$ cat src/rtl/viterbi_out_pkg.sv
// viterbi_out_pkg: shared types for the Viterbi decoded-bit output scheduler.
// Holds the FSM state enum, default sizes and the FIFO word struct {last, data}.
package viterbi_out_pkg;

    localparam int DEF_DATA_W     = 8;
    localparam int DEF_FIFO_DEPTH = 4;
    localparam int DEF_LEN_W      = 16;

    typedef enum logic [1:0] {
        IDLE    = 2'd0,
        COLLECT = 2'd1,
        DRAIN   = 2'd2
    } state_t;

    typedef struct packed {
        logic                  last;
        logic [DEF_DATA_W-1:0] data;
    } word_t;

endpackage

$ cat src/rtl/viterbi_out_fifo.sv
// viterbi_out_fifo: synchronous word FIFO (no fall-through) with full/empty/count.
// Ports: i_clk, i_rst_n, i_push/i_din, i_pop/o_dout (head), o_full, o_empty, o_count.
module viterbi_out_fifo
    import viterbi_out_pkg::*;
#(
    parameter int  DEPTH = DEF_FIFO_DEPTH,
    parameter type T     = word_t
) (
    input  logic                   i_clk,
    input  logic                   i_rst_n,
    input  logic                   i_push,
    input  T                       i_din,
    input  logic                   i_pop,
    output T                       o_dout,
    output logic                   o_full,
    output logic                   o_empty,
    output logic [$clog2(DEPTH):0] o_count
);

    localparam int AW = $clog2(DEPTH);

    T               mem [DEPTH];
    logic [AW-1:0]  wr_q;
    logic [AW-1:0]  rd_q;
    logic [AW:0]    cnt_q;
    logic           do_push;
    logic           do_pop;

    assign o_full  = cnt_q == (AW+1)'(DEPTH);
    assign o_empty = cnt_q == '0;
    assign o_count = cnt_q;
    assign o_dout  = mem[rd_q];

    // A push into a full FIFO is only legal when the head leaves this cycle.
    assign do_pop  = i_pop && !o_empty;
    assign do_push = i_push && (!o_full || do_pop);

    always_ff @(posedge i_clk) begin
        if (do_push) begin
            mem[wr_q] <= i_din;
        end
    end

    always_ff @(posedge i_clk or negedge i_rst_n) begin
        if (!i_rst_n) begin
            wr_q  <= '0;
            rd_q  <= '0;
            cnt_q <= '0;
        end else begin
            if (do_push) begin
                wr_q <= wr_q + AW'(1);
            end
            if (do_pop) begin
                rd_q <= rd_q + AW'(1);
            end
            unique case ({do_push, do_pop})
                2'b10:   cnt_q <= cnt_q + (AW+1)'(1);
                2'b01:   cnt_q <= cnt_q - (AW+1)'(1);
                default: cnt_q <= cnt_q;
            endcase
        end
    end

endmodule

$ cat src/rtl/viterbi_out_sched.sv
// viterbi_out_sched: packs decoded bits into DATA_W words, buffers and emits them.
// Ports: i_frame_start/i_frame_len (frame setup), i_bit_valid/i_bit/o_bit_ready
// (bit input), o_valid/o_data/o_last/i_ready (word output), o_busy, o_frame_done.
// Build option: define VITERBI_OUT_LSB_FIRST_EN for LSB-first packing.
module viterbi_out_sched
    import viterbi_out_pkg::*;
#(
    parameter int DATA_W     = DEF_DATA_W,
    parameter int FIFO_DEPTH = DEF_FIFO_DEPTH,
    parameter int LEN_W      = DEF_LEN_W
) (
    input  logic              i_clk,
    input  logic              i_rst_n,
    input  logic              i_frame_start,
    input  logic [LEN_W-1:0]  i_frame_len,
    input  logic              i_bit_valid,
    input  logic              i_bit,
    output logic              o_bit_ready,
    output logic              o_valid,
    output logic [DATA_W-1:0] o_data,
    output logic              o_last,
    input  logic              i_ready,
    output logic              o_busy,
    output logic              o_frame_done
);

    localparam int IW = $clog2(DATA_W);
    localparam int CW = $clog2(FIFO_DEPTH) + 1;

    typedef struct packed {
        logic              last;
        logic [DATA_W-1:0] data;
    } wrd_t;

    state_t            state_q;
    state_t            state_d;
    logic [LEN_W-1:0]  len_q;
    logic [LEN_W-1:0]  total_q;
    logic [IW-1:0]     idx_q;
    logic [IW-1:0]     pos;
    logic [DATA_W-1:0] pack_q;
    logic [DATA_W-1:0] pack_nx;
    logic              done_q;

    logic              fifo_full;
    logic              fifo_empty;
    logic [CW-1:0]     fifo_cnt;
    wrd_t              push_w;
    wrd_t              head;

    logic              start_ok;
    logic              start_nil;
    logic              pop;
    logic              pop_last;
    logic              acc;
    logic              word_end;
    logic              bit_last;
    logic              push;

    assign start_ok  = (state_q == IDLE) && i_frame_start
                       && (i_frame_len != '0);
    assign start_nil = (state_q == IDLE) && i_frame_start
                       && (i_frame_len == '0);

    assign pop      = o_valid && i_ready;
    assign pop_last = pop && head.last;

    assign o_bit_ready = (state_q == COLLECT) && (!fifo_full || pop);
    assign acc         = i_bit_valid && o_bit_ready;

    assign word_end = idx_q == IW'(DATA_W - 1);
    // total_q never exceeds len_q, so len_q-1 cannot wrap while collecting.
    assign bit_last = total_q == (len_q - LEN_W'(1));
    assign push     = acc && (word_end || bit_last);

`ifdef VITERBI_OUT_LSB_FIRST_EN
    assign pos = idx_q;
`else
    assign pos = IW'(DATA_W - 1) - idx_q;
`endif

    // Pack register never holds the current bit; merge it here for the push.
    always_comb begin
        pack_nx      = pack_q;
        pack_nx[pos] = i_bit;
    end

    assign push_w = '{last: bit_last, data: pack_nx};

    viterbi_out_fifo #(
        .DEPTH (FIFO_DEPTH),
        .T     (wrd_t)
    ) u_fifo (
        .i_clk   (i_clk),
        .i_rst_n (i_rst_n),
        .i_push  (push),
        .i_din   (push_w),
        .i_pop   (pop),
        .o_dout  (head),
        .o_full  (fifo_full),
        .o_empty (fifo_empty),
        .o_count (fifo_cnt)
    );

    assign o_valid = fifo_cnt != '0;
    assign o_data  = fifo_empty ? '0 : head.data;
    assign o_last  = fifo_empty ? 1'b0 : head.last;
    assign o_busy  = state_q != IDLE;

    // Zero-length frames finish one cycle after the strobe; real frames
    // finish in the same cycle their last word leaves.
    assign o_frame_done = done_q || ((state_q == DRAIN) && pop_last);

    always_ff @(posedge i_clk or negedge i_rst_n) begin
        if (!i_rst_n) begin
            state_q <= IDLE;
        end else begin
            state_q <= state_d;
        end
    end

    always_comb begin
        state_d = state_q;
        unique case (state_q)
            IDLE: begin
                if (start_ok) begin
                    state_d = COLLECT;
                end
            end
            COLLECT: begin
                if (push && bit_last) begin
                    state_d = DRAIN;
                end
            end
            DRAIN: begin
                if (pop_last) begin
                    state_d = IDLE;
                end
            end
            default: state_d = IDLE;
        endcase
    end

    always_ff @(posedge i_clk or negedge i_rst_n) begin
        if (!i_rst_n) begin
            len_q   <= '0;
            total_q <= '0;
            idx_q   <= '0;
            pack_q  <= '0;
            done_q  <= 1'b0;
        end else begin
            done_q <= start_nil;
            if (start_ok) begin
                len_q   <= i_frame_len;
                total_q <= '0;
                idx_q   <= '0;
                pack_q  <= '0;
            end else if (acc) begin
                total_q <= total_q + LEN_W'(1);
                if (push) begin
                    idx_q  <= '0;
                    pack_q <= '0;
                end else begin
                    idx_q  <= idx_q + IW'(1);
                    pack_q <= pack_nx;
                end
            end
        end
    end

endmodule
$ cat config.mk
export PLATFORM = sky130hd
export DESIGN_NAME = viterbi_out_sched
export DESIGN_NICKNAME = d
export VERILOG_FILES = /design/src/rtl/viterbi_out_pkg.sv /design/src/rtl/viterbi_out_fifo.sv /design/src/rtl/viterbi_out_sched.sv
export SDC_FILE = /design/constraint.sdc
export NUM_CORES = 1
export LEC_CHECK = 0
export ABC_AREA = 0
export BUFFER_PORTS_ARGS = -buffer_cell sky130_fd_sc_hd__buf_2
export CAP_MARGIN = 20
export CORE_MARGIN = 1
export CORE_UTILIZATION = 55
export DETAILED_ROUTE_END_ITERATION = 6
export MAX_ROUTING_LAYER = met4
export PLACE_DENSITY_LB_ADDON = 0.3
export SYNTH_ARGS = -nofsm -noshare
export SYNTH_HDL_FRONTEND = slang
export SYNTH_HIERARCHICAL = 1
export SYNTH_SLANG_ARGS = --single-unit
$ cat constraint.sdc
create_clock -name i_clk -period 7.1 [get_ports i_clk]
set_input_delay 1.42 -clock i_clk [delete_from_list [all_inputs] [get_ports i_clk]]
set_output_delay 1.42 -clock i_clk [all_outputs]
set_load 0.01 [all_outputs]
# After elaboration in Yosys (flattened, before gate mapping)
# Memory sizes are Yosys's and may differ from the RTL's.
# Index checks and enable logic that the tools add are counted.
# totals
output_inout_bits	13
reg_bits	53
ramBits	36
elab_cells	78
input_bits	22
n_memories	1
# classes
n_reduce_logical	28
n_lt_le_gt_ge	2
muxes	20
n_eq_ne	10
addsub	8
# mem_list
name	depth	word_bits	read_ports	rd_clocked_by_memory_dff	wr	line_no	rtl
u_fifo.mem	4	9	1	0	1	viterbi_out_fifo.sv:22	T mem [DEPTH];
# op_table
cell	count
$mux W16	2
$mux W8	4
$add A16 B1 Y16 const B	1
$eq A16 B16 Y1	1
$logic_not A16 Y1	1
$reduce_bool A16 Y1	1
$sub A16 B1 Y16 const B	1
$logic_and A1 B1 Y1	13
$mux W3	3
$bwmux W8	1
$add A3 B1 Y3 const B	2
$eq A3 B3 Y1 const B	2
$mux W2	3
$pmux W2 S3	1
$pmux W3 S2	1
$reduce_bool A2 Y1	3
$add A2 B1 Y2 const B	2
$eq A2 B1 Y1 const B	2
$eq A2 B2 Y1 const B	2
$logic_or A1 B1 Y1	4
$lt A3 B4 Y1 const B	1
$mux W1	4
$ne A2 B2 Y1 const B	2
$demux W1 S3	1
other kinds (9)	10

# Logic depth before layout (Yosys ltp)
# depth
ltp_word	9
mapped_depth	17
mapped_depth_nobuf	16

# Modules after synthesis
# The synthesis kept the hierarchy.
# modules_own_cells
mod	instances	area_per_inst_um2	cells_each	seq_area_each_um2
viterbi_out_sched	1	2846.5	322	1151.1
viterbi_out_fifo	1	1730.4	85	1256.2

# Least setup slack after synthesis
# No wires, ideal clock.
# synth_path
path_kind	register -> register
startpoint	register len_q[8]
endpoint	register u_fifo.cnt_q[2] (netlist: u_fifo/o_count[2])
setup_time_ps	125
setup_slack_ps	3625
required_time_ps	6975
n_path_buf	1
t_arrival_ps	3349
path_stages_with_launch	16
period_less_slack_ps	3475
path_cell_list	dfrtp_1 > or4_1 > or4_1 > a2111oi_2 > o32ai_1 > nand4b_4 > buf_6 > a21oi_1 > o21a_4 > inv_1 > ha_1 > inv_1 > fa_1 > xor2_1 > nor2_1 > xor2_1
# synth_via
elab_chain_cells	7
elab_cells_between_ends	9
classes_between	1 x add/sub; 3 x eq/ne; 1 x mux; 4 x reduce/logical
# synth_rtl
item	line_no	rtl
start: declaration	viterbi_out_sched.sv:37	logic [LEN_W-1:0] len_q;
start signal: assignment	viterbi_out_sched.sv:154	len_q <= i_frame_len;
$sub A16 B1 Y16 (*)	viterbi_out_sched.sv:73	assign bit_last = total_q == (len_q - LEN_W'(1));
$eq A16 B16 Y1 (*)	viterbi_out_sched.sv:73	
$logic_or A1 B1 Y1 (*)	viterbi_out_sched.sv:74	assign push = acc && (word_end || bit_last);
$logic_and A1 B1 Y1 (*)	viterbi_out_sched.sv:74	
via push	viterbi_out_sched.sv:58	logic push;
$logic_and A1 B1 Y1 (*)	viterbi_out_fifo.sv:36	assign do_push = i_push && (!o_full || do_pop);
$eq A2 B1 Y1 / $eq A2 B2 Y1 (equally long branches)	viterbi_out_fifo.sv:56	unique case ({do_push, do_pop})
$pmux W3 S2 / $reduce_bool A2 Y1 (equally long branches)	-	
end signal: assignment	viterbi_out_fifo.sv:57	2'b10: cnt_q <= cnt_q + (AW+1)'(1);
end signal: assignment	viterbi_out_fifo.sv:58	2'b01: cnt_q <= cnt_q - (AW+1)'(1);
end signal: assignment	viterbi_out_fifo.sv:59	default: cnt_q <= cnt_q;
end: declaration	viterbi_out_fifo.sv:25	logic [AW:0] cnt_q;
# Mark *: on every way through the listed nets, which the timed path passes. The rest lies on a longest branch.
# A chain may end at the register's enable or synchronous reset.

# Worst setup path after layout
# layout_path
startpoint	register len_q[0]
endpoint	register u_fifo.cnt_q[2] (netlist: u_fifo/o_count[2])
# The elaborated chain is that of the path after synthesis.

==> impl_metrics.csv <==
group,metric,value,unit
logic_synthesis,synth_top_area_cell,"dfrtp_1",
floorplanning,rows,32,
drt,dr.max_layer_used,"met4",
global_routing,antenna_found_initial,0,
min_path,min_delay_path_depth,1,
min_path,hp-start,"pack_q[6]",
global_routing,grt_pass1_vias,3081,
logic_synthesis,synth_edf_count,36,
floorplanning,initial_core_util,58.0,%
place,dp_cells,527,
setup_path,worst_ep_arrival_time,4.18,ns
layout,fin_cells,543,
logic_synthesis,synthesis.nets,439,
sta,slew_headroom,32.4,%
layout,n_antenna_cell,0,
drt,vias_per_cell,5.87,
global_routing,grt-ovfl-total,0,
clock_network,clock_path_buffers,2,
global_routing,grt_pass1_wl,15200,µm
power,power.internal,1.14,mW
layout,fin_area,0.00500,mm²
sta,timing.final.max_slew_violations,0,
logic_synthesis,async_reset_ff_share,59.6,%
power,netSwitchingPower,737,µW
layout,drive_gt1_share,18.6,%
drt,drc,0,
logic_synthesis,ys_seq_area_share,52.6,%
clock_network,cts_setup_buffers,0,
sta,fin_skew,0.0101,ns
status,status,"completed",
clock_network,cts_resized,0,
drt,drtIter0Drc,184,
floorplanning,die_area,0.00869,mm²
logic_synthesis,synth_top_area_share,29.0,%
sta,setup_violations,0,
clock_network,clock_latency,0.37,ns
sta,final-hold-violation-count,0,
drt,ant_nets,0,
logic_synthesis,synth.distinct_cells,63,
sta,post-route-min-period,3.93,ns
layout,nFillCells,639,
power,swShare,39.4,%
sta,fmax,0.254,GHz
sta,worstMarginPinSlew,1.00,ns
place,postPlaceCellArea,0.00481,mm²
place,gp_congestion,0.824,
clock_network,h-tree-depth,3,
floorplanning,fp.dieH,93.2,µm
drt,wire_per_inst,16.6,µm
logic_synthesis,synth_ff_type,"dfrtp_1",
setup_path,r2r_slack,3.17,ns
layout,area_delta_synth_final,9.24,%
logic_synthesis,synth_warnings,6,
place,dpl.hpwl,6410,µm
sta,fin_crit_sh,55.4,%
sta,rsz0062_at_grt,"false",
flow_run,maxCapViolations,0,
clock_network,root_buffer,"clkbuf_8",
place,port_buffers,34,
sta,tns,0,ns
setup_path,crit_required,7.35,ns
power,clkPwrFrac,17.8,%
logic_synthesis,netlist_area,0.00458,mm²
power,power_frac_comb,37.0,%
clock_network,cts_buffers,9,
logic_synthesis,avgSynthCellArea,11.2,µm²
logic_synthesis,yosys_register_bits,89,
clock_network,cts_hold_buf,0,
global_routing,grt_start_max_net_pins,54,
setup_path,reg2regPathDepth,16,
setup_path,cp_max_fo,14,
setup_path,end_kind,"flop",
clock_network,cts_tree,"done",
floorplanning,die_w,93.2,µm
setup_path,cp-start-kind,"flop",
power,ir_worst_vdd,0.196,mV
floorplanning,io_pins,35,
min_path,worstHoldPathType,"flop to flop",
clock_network,numClockSinks,89,
setup_path,timing_worst_setup_path_type,"flop to flop",
floorplanning,core-area,0.00789,mm²
drt,drt-met1-wl,3880,µm
power,p_leak,2.15,nW
setup_path,r2r-end,"u_fifo/o_count[2]",
logic_synthesis,synthCells,407,
power,design_power_total,1.87,mW
power,seqPwrFrac,45.2,%
drt,dr_total_vias,3190,
drt,wl_met3,438,µm
drt,first_pass_iters,4,
min_path,hold_end,"pack_q[6]",
layout,final_nets,468,
setup_path,reg2reg_from,"len_q[0]",
power,p_per_area,375,mW/mm²
clock_network,path_clk_slew,0.10,ns
global_routing,grt.total_usage,23.8,%
logic_synthesis,synth_area_leaders,"dfrtp_1 (29%), edfxtp_1 (24%), nand2_1 (5.1%)",
drt,wl_met2,4530,µm
drt,wirelength,9030,µm
-- synthesized netlist by cell type, drive strengths merged (3+ instances only) --
library cell,instances
a2111oi,3
a21oi,7
a22o,11
and2,7
and3,13
buf,4
clkbuf,14
dfrtp,53
edfxtp,36
ha,9
inv,15
mux2,9
mux4,9
nand2,62
nand3,10
nand4,7
nor2,27
nor2b,12
nor3,6
nor4,8
o21ai,7
or3,3
or4,4
xnor2,15
xor2,23
-- metal layers --
layer,up-vias,GRT usage [%]
li1,1514,-
met1,1561,28.8
met2,96,40.3
met3,19,4.55
met4,0,7.69
met5,-,-
-- flip-flops by register name, indices dropped and copies added (netlist names) --
name	cells
total_q	16
u_fifo/wr_q	2
len_q	16
done_q	1
u_fifo/o_count	3
u_fifo/mem	36
pack_q	8
idx_q	3
state_q	2
u_fifo/rd_q	2
-- cell usage in the layout (no fill, tap or decap), types with 2 or more instances in the layout --
| master | n |
|---|---|
| nand3b_1 | 2 |
| nor2_1 | 27 |
| mux2_1 | 4 |
| mux4_2 | 9 |
| clkbuf_8 | 9 |
| xor2_1 | 23 |
| xnor2_1 | 15 |
| dfrtp_1 | 53 |
| nor4_1 | 7 |
| a2111oi_2 | 2 |
| inv_1 | 13 |
| and3_1 | 13 |
| or3_1 | 3 |
| buf_2 | 34 |
| inv_2 | 2 |
| buf_4 | 2 |
| o21ai_0 | 4 |
| nor3_1 | 6 |
| nand4_1 | 7 |
| ha_1 | 9 |
| nor3b_1 | 2 |
| or4_1 | 4 |
| a21oi_1 | 7 |
| and2_2 | 4 |
| o21ai_1 | 3 |
| nor2b_1 | 11 |
| inv_8 | 2 |
| edfxtp_1 | 36 |
| mux2i_1 | 2 |
| inv_6 | 2 |
| a211oi_1 | 2 |
| and2_1 | 3 |
| a22o_1 | 11 |
| nand3_1 | 10 |
| nand2_1 | 62 |
| mux2_2 | 4 |
-- per-stage QoR --
step | utilization (%) | setup WS [ns] | hold slack [ns]
after floorplan | - | 3.63 | 0.467
after global placement | 61.0 | 3.35 | 0.483
after detailed placement | 61.0 | 3.23 | 0.492
after CTS | 63.4 | 3.19 | 0.518
after global routing | 63.4 | 2.86 | 0.529
final | 63.4 | 3.17 | 0.511
-- power groups by stage --
| stage | Sequential, mW | Clock [mW] | Combinational, mW |
|---|---|---|---|
| floorplan | 0.764 | 0 | 0.598 |
| global placement | 0.848 | 0 | 0.669 |
| detailed placement | 0.855 | 0 | 0.692 |
| CTS | 0.844 | 0.338 | 0.697 |
| global route | 0.870 | 0.358 | 0.779 |
| finish | 0.847 | 0.334 | 0.693 |
-- worst max path at each step --
stage / startpoint / end / slack, ns / cells after the start
after floorplan: len_q[8] / u_fifo/o_count[2] / 3.63 / 15
after global placement: len_q[0] / u_fifo/o_count[2] / 3.35 / 16
after detailed placement: len_q[4] / u_fifo/o_count[2] / 3.23 / 14
after CTS: len_q[0] / u_fifo/o_count[2] / 3.19 / 16
after global routing: len_q[4] / u_fifo/o_count[2] / 2.86 / 14
final: len_q[0] / u_fifo/o_count[2] / 3.17 / 16
-- critical path, stage by stage, from the launching register on --
cell,delay [ns]
dfrtp_1,0.44
inv_1,0.11
ha_1,0.24
nor3b_1,0.49
nand2_1,0.19
xnor2_1,0.15
o311ai_1,0.52
nand4b_4,0.33
a21oi_1,0.29
o21a_4,0.21
inv_1,0.05
ha_1,0.21
inv_1,0.07
fa_1,0.17
xor2_1,0.15
nor2_1,0.06
xor2_1,0.14
-- layout make-up --
cell class | count | area (µm²) | share of cell area [%]
timing repair buffer | 36 | 185 | 3.70
clock inverter | 7 | 61.3 | 1.23
inverter | 16 | 60.1 | 1.20
multi-input combinational | 284 | 2030 | 40.7
tap | 102 | 128 | 2.55
sequential | 89 | 2410 | 48.1
clock buffer | 9 | 124 | 2.48
-- logic make-up after synthesis --
logic type	share of synthesized area (%)
xor+xnor	7.27
flops	52.6
mux	7.16
simple gates	19.1
fa+ha+maj	2.90
compound gates	8.01
buf+inv	3.01
No activity file was read; power rests on OpenSTA's default activity.
